### config.mk
export PLATFORM = sky130hd
export DESIGN_NAME = slack_update
export DESIGN_NICKNAME = d
export VERILOG_FILES = /design/src/rtl/slack_update.sv
export SDC_FILE = /design/constraint.sdc
export NUM_CORES = 2
export LEC_CHECK = 0
export CORE_AREA = 2 2 513 515
export DETAILED_ROUTE_END_ITERATION = 10
export DIE_AREA = 0 0 515 517
export SYNTH_ARGS = -nofsm -noshare
export SYNTH_HDL_FRONTEND = slang
export SYNTH_SLANG_ARGS = --single-unit
export TNS_END_PERCENT = 50
### constraint.sdc
create_clock -name clk -period 42.8 [get_ports clk]
set_input_delay 4.28 -clock clk [delete_from_list [all_inputs] [get_ports clk]]
set_output_delay 4.28 -clock clk [all_outputs]
set_load 0.01 [all_outputs]
### src/rtl/slack_update.sv
// ADMM slack/projection stage: z = clamp(u + y), v = clamp(x + g), one element per cycle.
// Optional max primal residual output enabled by defining SLACK_UPDATE_RESIDUAL_EN.
module slack_update #(
  parameter int unsigned STATE_DIM   = 12,
  parameter int unsigned CONTROL_DIM = 4,
  parameter int unsigned W           = 16
) (
  input  logic                     clk,
  input  logic                     reset,
  input  logic                     start,
  input  logic [CONTROL_DIM*W-1:0] u_k,
  input  logic [CONTROL_DIM*W-1:0] y_k,
  input  logic [CONTROL_DIM*W-1:0] u_min,
  input  logic [CONTROL_DIM*W-1:0] u_max,
  input  logic [STATE_DIM*W-1:0]   x_k,
  input  logic [STATE_DIM*W-1:0]   g_k,
  input  logic [STATE_DIM*W-1:0]   x_min,
  input  logic [STATE_DIM*W-1:0]   x_max,
  output logic [CONTROL_DIM*W-1:0] z_out,
  output logic [STATE_DIM*W-1:0]   v_out,
  output logic [W-1:0]             prim_res,
  output logic                     busy,
  output logic                     done
);

  localparam int unsigned CIW = (CONTROL_DIM > 1) ? $clog2(CONTROL_DIM) : 1;
  localparam int unsigned SIW = (STATE_DIM > 1) ? $clog2(STATE_DIM) : 1;
  localparam int unsigned IW  = (CIW > SIW) ? CIW : SIW;
  localparam logic [IW-1:0] C_LAST = IW'(CONTROL_DIM - 1);
  localparam logic [IW-1:0] S_LAST = IW'(STATE_DIM - 1);
  localparam logic [W-1:0]  MAXV   = {1'b0, {(W-1){1'b1}}};
  localparam logic [W-1:0]  MINV   = {1'b1, {(W-1){1'b0}}};

  typedef enum logic [1:0] {IDLE, CTRL, STATE} state_t;

  state_t        state;
  logic [IW-1:0] idx;

  logic [CONTROL_DIM*W-1:0] u_s, y_s, umin_s, umax_s;
  logic [STATE_DIM*W-1:0]   x_s, g_s, xmin_s, xmax_s;

  logic signed [W-1:0] a, b, lo, hi, s, r;
  logic signed [W:0]   sum;

  // Operand mux for the current element
  always_comb begin
    a  = '0;
    b  = '0;
    lo = '0;
    hi = '0;
    if (state == STATE) begin
      for (int i = 0; i < int'(STATE_DIM); i++) begin
        if (idx == IW'(i)) begin
          a  = x_s[i*W +: W];
          b  = g_s[i*W +: W];
          lo = xmin_s[i*W +: W];
          hi = xmax_s[i*W +: W];
        end
      end
    end else begin
      for (int i = 0; i < int'(CONTROL_DIM); i++) begin
        if (idx == IW'(i)) begin
          a  = u_s[i*W +: W];
          b  = y_s[i*W +: W];
          lo = umin_s[i*W +: W];
          hi = umax_s[i*W +: W];
        end
      end
    end
  end

  // Saturating add then clamp; an inverted bound pair resolves to lo
  always_comb begin
    sum = {a[W-1], a} + {b[W-1], b};
    if (sum[W] != sum[W-1]) s = sum[W] ? MINV : MAXV;
    else                    s = sum[W-1:0];
    if (lo > hi || s < lo) r = lo;
    else if (s > hi)       r = hi;
    else                   r = s;
  end

  always_ff @(posedge clk or posedge reset) begin
    if (reset) begin
      state  <= IDLE;
      idx    <= '0;
      busy   <= 1'b0;
      done   <= 1'b0;
      z_out  <= '0;
      v_out  <= '0;
      u_s    <= '0;
      y_s    <= '0;
      umin_s <= '0;
      umax_s <= '0;
      x_s    <= '0;
      g_s    <= '0;
      xmin_s <= '0;
      xmax_s <= '0;
    end else begin
      done <= 1'b0;
      case (state)
        IDLE: begin
          if (start) begin
            u_s    <= u_k;
            y_s    <= y_k;
            umin_s <= u_min;
            umax_s <= u_max;
            x_s    <= x_k;
            g_s    <= g_k;
            xmin_s <= x_min;
            xmax_s <= x_max;
            idx    <= '0;
            busy   <= 1'b1;
            state  <= CTRL;
          end
        end
        CTRL: begin
          for (int i = 0; i < int'(CONTROL_DIM); i++)
            if (idx == IW'(i)) z_out[i*W +: W] <= r;
          if (idx == C_LAST) begin
            idx   <= '0;
            state <= STATE;
          end else begin
            idx <= idx + IW'(1);
          end
        end
        STATE: begin
          for (int i = 0; i < int'(STATE_DIM); i++)
            if (idx == IW'(i)) v_out[i*W +: W] <= r;
          if (idx == S_LAST) begin
            idx   <= '0;
            busy  <= 1'b0;
            done  <= 1'b1;
            state <= IDLE;
          end else begin
            idx <= idx + IW'(1);
          end
        end
        default: state <= IDLE;
      endcase
    end
  end

`ifdef SLACK_UPDATE_RESIDUAL_EN
  logic signed [W:0] diff;
  logic [W:0]        mag;
  logic [W-1:0]      d;

  // |a - r| saturated to the positive word range
  always_comb begin
    diff = {a[W-1], a} - {r[W-1], r};
    mag  = diff[W] ? (W+1)'(-diff) : (W+1)'(diff);
    d    = (mag[W] | mag[W-1]) ? MAXV : mag[W-1:0];
  end

  always_ff @(posedge clk or posedge reset) begin
    if (reset)                       prim_res <= '0;
    else if (state == IDLE && start) prim_res <= '0;
    else if (state != IDLE && d > prim_res) prim_res <= d;
  end
`else
  assign prim_res = '0;
`endif

endmodule

Word level (Yosys, flattened, before mapping)
Index checks and enable logic that the tools add are counted.
- register bits: 1288
- input bits: 1027
- output and inout port bits: 274
- logic and storage cells: 160
- add/subtract/negate cells: 2
- magnitude comparators: 3
- eq/ne operators: 17
- mux-type cells: 85
- reductions and logical operators: 25
- operators with widths (operator ; number):
    $mux W16 ; 72
    $reduce_and A2 Y1 ; 18
    $gt A16 B16 Y1 ; 2
    $add A16 B16 Y17 ; 1
    $eq A4 B3 Y1 const B ; 4
    $eq A4 B4 Y1 const B ; 4
    $lt A16 B16 Y1 ; 1
    $mux W4 ; 3
    $pmux W4 S3 ; 1
    $eq A4 B2 Y1 const B ; 2
    $mux W2 ; 3
    $pmux W2 S3 ; 1
    $reduce_and A3 Y1 ; 2
    $add A4 B1 Y4 const B ; 1
    $eq A4 B1 Y1 const B ; 1
    $logic_not A4 Y1 ; 1
    $mux W1 ; 4
    $ne A2 B2 Y1 const B ; 2
    $reduce_bool A3 Y1 ; 1
    $eq A2 B1 Y1 const B ; 1
    $eq A2 B2 Y1 const B ; 1
    $logic_not A2 Y1 ; 1
    $ne A2 B1 Y1 const B ; 1
    $pmux W1 S2 ; 1
    3 further kinds ; 3

Depth between registers and ports, before layout
- depth after elaboration: 20
- mapped depth: 38
- mapped depth without buffers: 31

Worst setup path before layout
OpenSTA, ideal clock, no wires.
- path type: register to register
- from: register idx[0]
- to: register v_out[170]
- library setup time: 0.142 ns
- arrival: 7.790 ns
- required time: 42.658 ns
- setup slack: 34.868 ns
- cell stages (with the launch flop): 35
- path buffers: 7
- clock period less this slack: 7.932 ns
- path through: dfrtp_1 -> inv_1 -> ha_1 -> buf_4 -> buf_2 -> nor3b_2 -> buf_2 -> buf_2 -> a221oi_1 -> nor3_1 -> a221oi_1 -> a211oi_1 -> a2111oi_0 -> nor4_1 -> ha_1 -> a211oi_1 -> o21ai_0 -> a2111oi_2 -> o311a_1 -> or2_2 -> ha_1 -> clkbuf_1 -> clkbuf_1 -> nor2_1 -> or2_2 -> ha_1 -> a21oi_1 -> a21oi_1 -> a2111oi_0 -> nor2_1 -> o311ai_4 -> nand2_2 -> o22ai_1 -> buf_4 -> o221ai_1
- word-level cells in the longest chain between the ends: 20
- elaborated cells on any way between the ends: 91
- those cells by class: add/sub: 1; order compare: 3; eq/ne: 12; mux: 72; reduce/logical: 3
- RTL lines (item ; line ; source):
    start: declaration ; 37 ; logic [IW-1:0] idx;
    start signal: assignment ; 123 ; idx <= idx + IW'(1);
    start signal: assignment ; 135 ; idx <= idx + IW'(1);
    $logic_not A4 Y1 ; 53, 62 ;
    $mux W16 (12 in a row) ; 53 ; if (idx == IW'(i)) begin
    $mux W16 ; 51 ; if (state == STATE) begin
    $add A16 B16 Y17 ; 74 ; sum = {a[W-1], a} + {b[W-1], b};
    $mux W16 or $ne A1 B1 Y1 (tied branches) ; 75 ; if (sum[W] != sum[W-1]) s = sum[W] ? MINV : MAXV;
    $mux W16 ; 75 ;
    $gt A16 B16 Y1 or $lt A16 B16 Y1 (tied branches) ; 78, 77 ;
    $mux W16 or $logic_or A1 B1 Y1 (tied branches) ; 78, 77 ;
    $mux W16 ; 77 ; if (lo > hi || s < lo) r = lo;
    end signal: indexed assignment ; 128 ; if (idx == IW'(i)) v_out[i*W +: W] <= r;
    end: declaration ; 20 ; output logic [STATE_DIM*W-1:0] v_out,
Several ways; a longest one is shown, not always the timed one.
A chain may end at the register's enable or synchronous reset.

Worst setup path after layout
- from: register idx[0]
- to: register v_out[15]
- word-level cells in the longest chain between the ends: 20
- elaborated cells on any way between the ends: 91
- those cells by class: add/sub: 1; order compare: 3; eq/ne: 12; mux: 72; reduce/logical: 3
- RTL lines (item ; line):
    $logic_not A4 Y1 ; 53, 62, 128
    $mux W16 (12 in a row) ; 53
    $mux W16 ; 51
    $add A16 B16 Y17 ; 74
    $mux W16 or $ne A1 B1 Y1 (tied branches) ; 75
    $mux W16 ; 75
    $gt A16 B16 Y1 or $lt A16 B16 Y1 (tied branches) ; 78, 77
    $mux W16 or $logic_or A1 B1 Y1 (tied branches) ; 78, 77
    $mux W16 ; 77
Several ways; a longest one is shown, not always the timed one.

==> reports/metrics.yaml <==
outcome: "finished, violations left"
violations: "capacitance limit, slew limit"
hold_depth: 2
grt_max_degree: 174
clk_pin_slew_ns: 0.06
synthFlopType: "dfrtp_1"
grt-ovfl-total: 0
synth_edf_count: 0
cap_viol_max_count: 1
drtAntennaViolNets: 0
wl_um: 309000
period_minus_slack_ns: 12.05
placement.io_buffers: 1284
antenna_found_initial: 113
rows: 188
yosysWarnings: 0
required_ns: 43.40
ioPinCount: 1301
cp_num_cells: 31
nets: 7021
wl_met3_um: 29900
hold_viol_final: 0
clock_latency_ns: 0.82
synth_top_area_share_pct: 54.9
dieArea_um2: 266000
ys_seq_area_share_pct: 54.9
yosysTopAreaCell: "dfrtp_1"
async_flop_share_pct: 100
coreArea_um2: 261000
wl_met1_um: 126000
postCtsSetupBuffers: 0
area_growth_pct: 37.6
htreeDepth: 4
placed_cell_area_um2: 75400
drc: 0
cts_tree: "yes"
slowest_delay_ns: 0.92
drtIter0Drc: 4933
numCtsBuffers: 149
crit_family: "compound AO/OA/AOI/OAI gates"
slew_headroom_pct: -5.50
drive_gt1_share_pct: 24.9
synth_cell_types: 85
grt_pass1_vias: 48800
path_max_fanout: 52
gp_congestion: 0.932
vias_per_cell: 5.10
grt_pass1_wl_um: 415000
finalInstanceArea_um2: 80800
dr.pass1.iters: 8
syn_inst: 4753
worstSetupEndpointType: "flop"
cts_root_buffer: "clkbuf_16"
finalCritPeriodShare_pct: 28.1
routed-wl-met2_um: 141000
synthTopCellsByArea: "dfrtp_1 55%, mux2_2 20%, o221ai_1 3.9%"
critPathKind: "flop to flop"
top_layer_used: "met5"
initial_utilization_pct: 22.5
die_x_um: 515
num_vias: 48600
cts_num_sinks: 1288
die_h_um: 517
tightest_slew_ns: 1.57
grt_usage_pct: 22.4
skew_ns: 0.0572
path_buf_inv: 5
wire_per_inst_um: 32.5
setup_tns_ns: 0
synth_area_um2: 58700
r2r_cells: 31
dp_hpwl_um: 238000
hp-class: "flop to flop"
cts_max_path_buffers: 3
fmax_ghz: 0.0830
ys_ff_latch: 1288
synth_area_per_cell_um2: 12.4
slew_viol_final: 3
cp-start-kind: "flop"
crit_arrival_ns: 12.65
setup_violations: 0
cts_hold_buf: 0
cts-resized-gates: 0
crit_slowest_cell: "mux2i_4"
ys_top_cells_by_count: "1,288 x dfrtp_1, 1,026 x mux2_2, 403 x nand2_1"
rsz0062_at_grt: "false"
synth_most_common_cell: "dfrtp_1"
[worst reg2reg max path, delay by kind of cell, from the launching register on]
family / cells / cell delay, ns
flip-flops: 1 / 0.47
multiplexers: 1 / 0.92
buffers and inverters: 5 / 1.87
AO/OA/AOI/OAI: 13 / 3.49
adder cells (fa/ha/maj): 4 / 2.01
AND/OR/NAND/NOR: 8 / 3.07
[logic make-up (layout without fill, tap and decap cells)]
family	count (synthesis)	in the layout	synth area share (%)
flip-flops	1288	1288	54.9
AO/OA/AOI/OAI	1087	1087	13.9
multiplexers	1031	1031	19.8
AND/OR/NAND/NOR	806	806	6.21
buffers and inverters	458	1733	3.53
adder cells (fa/ha/maj)	73	73	1.57
XOR/XNOR	9	9	0.134
other	1	80	0.00639
[final cells by class]
| cell class | count | area [um^2] |
|---|---|---|
| inverter | 48 | 189 |
| clock buffer | 218 | 4340 |
| fill | 26300 | 180000 |
| antenna | 64 | 160 |
| timing repair buffer | 1412 | 13900 |
| tap | 3420 | 4280 |
| clock inverter | 55 | 892 |
| sequential | 1288 | 32200 |
| multi-input combinational | 3022 | 24900 |
[sequential cells by signal, summed over array words and instances, names as in the netlist]
register / cells
g_s: 192
v_out: 192
x_s: 192
xmax_s: 192
xmin_s: 192
u_s: 64
umax_s: 64
umin_s: 64
y_s: 64
z_out: 64
idx: 4
state: 2
busy: 1
done: 1
[per-stage QoR]
stage	utilization (%)	instances	setup slack (ns)	hold WS (ns)
4_1_cts	30.9	9463	30.73	0.484
2_1_floorplan	-	4768	2.22	0.470
6_report	31.0	9527	30.75	0.479
3_5_place_dp	28.9	9190	30.81	0.471
3_3_place_gp	28.9	9190	31.00	0.462
5_1_grt	30.9	9489	30.12	0.503
[placed cells by master (no fill, tap or decap), types with 118 or more instances in the layout]
cell type        instances
dfrtp_1               1288
clkdlybuf4s50_1       1284
mux2_2                1026
nand2_1                399
o221ai_1               262
nor2_1                 171
o21ai_0                167
a221oi_1               164
clkbuf_16              150
buf_4                  122
a21oi_1                118
[routing by layer]
layer / GRT usage, % / vias up
met5: 0 / -
met4: 8.02 / 66
met3: 6.95 / 523
met2: 35.7 / 2667
met1: 28.6 / 25100
li1: - / 20200
[path summary, 6_finish.rpt]
path | startpoint | to | slack (ns)
min in group asynchronous | reset | xmin_s[154]$_DFFE_PP0P_ | 4.01
worst min-delay path | v_out[175]$_DFFE_PP0P_ | v_out[175]$_DFFE_PP0P_ | 0.48
max in group asynchronous | reset | g_s[85]$_DFFE_PP0P_ | 35.20
worst max register to register | idx[0]$_DFFE_PP0P_ | v_out[15]$_DFFE_PP0P_ | 30.75
worst min register to register | v_out[175]$_DFFE_PP0P_ | v_out[175]$_DFFE_PP0P_ | 0.48
worst max-delay path | idx[0]$_DFFE_PP0P_ | v_out[15]$_DFFE_PP0P_ | 30.75
Power is left out: the tool's default activity adds up to more than one toggle a clock period on the data nets, which glitch-free logic cannot reach.
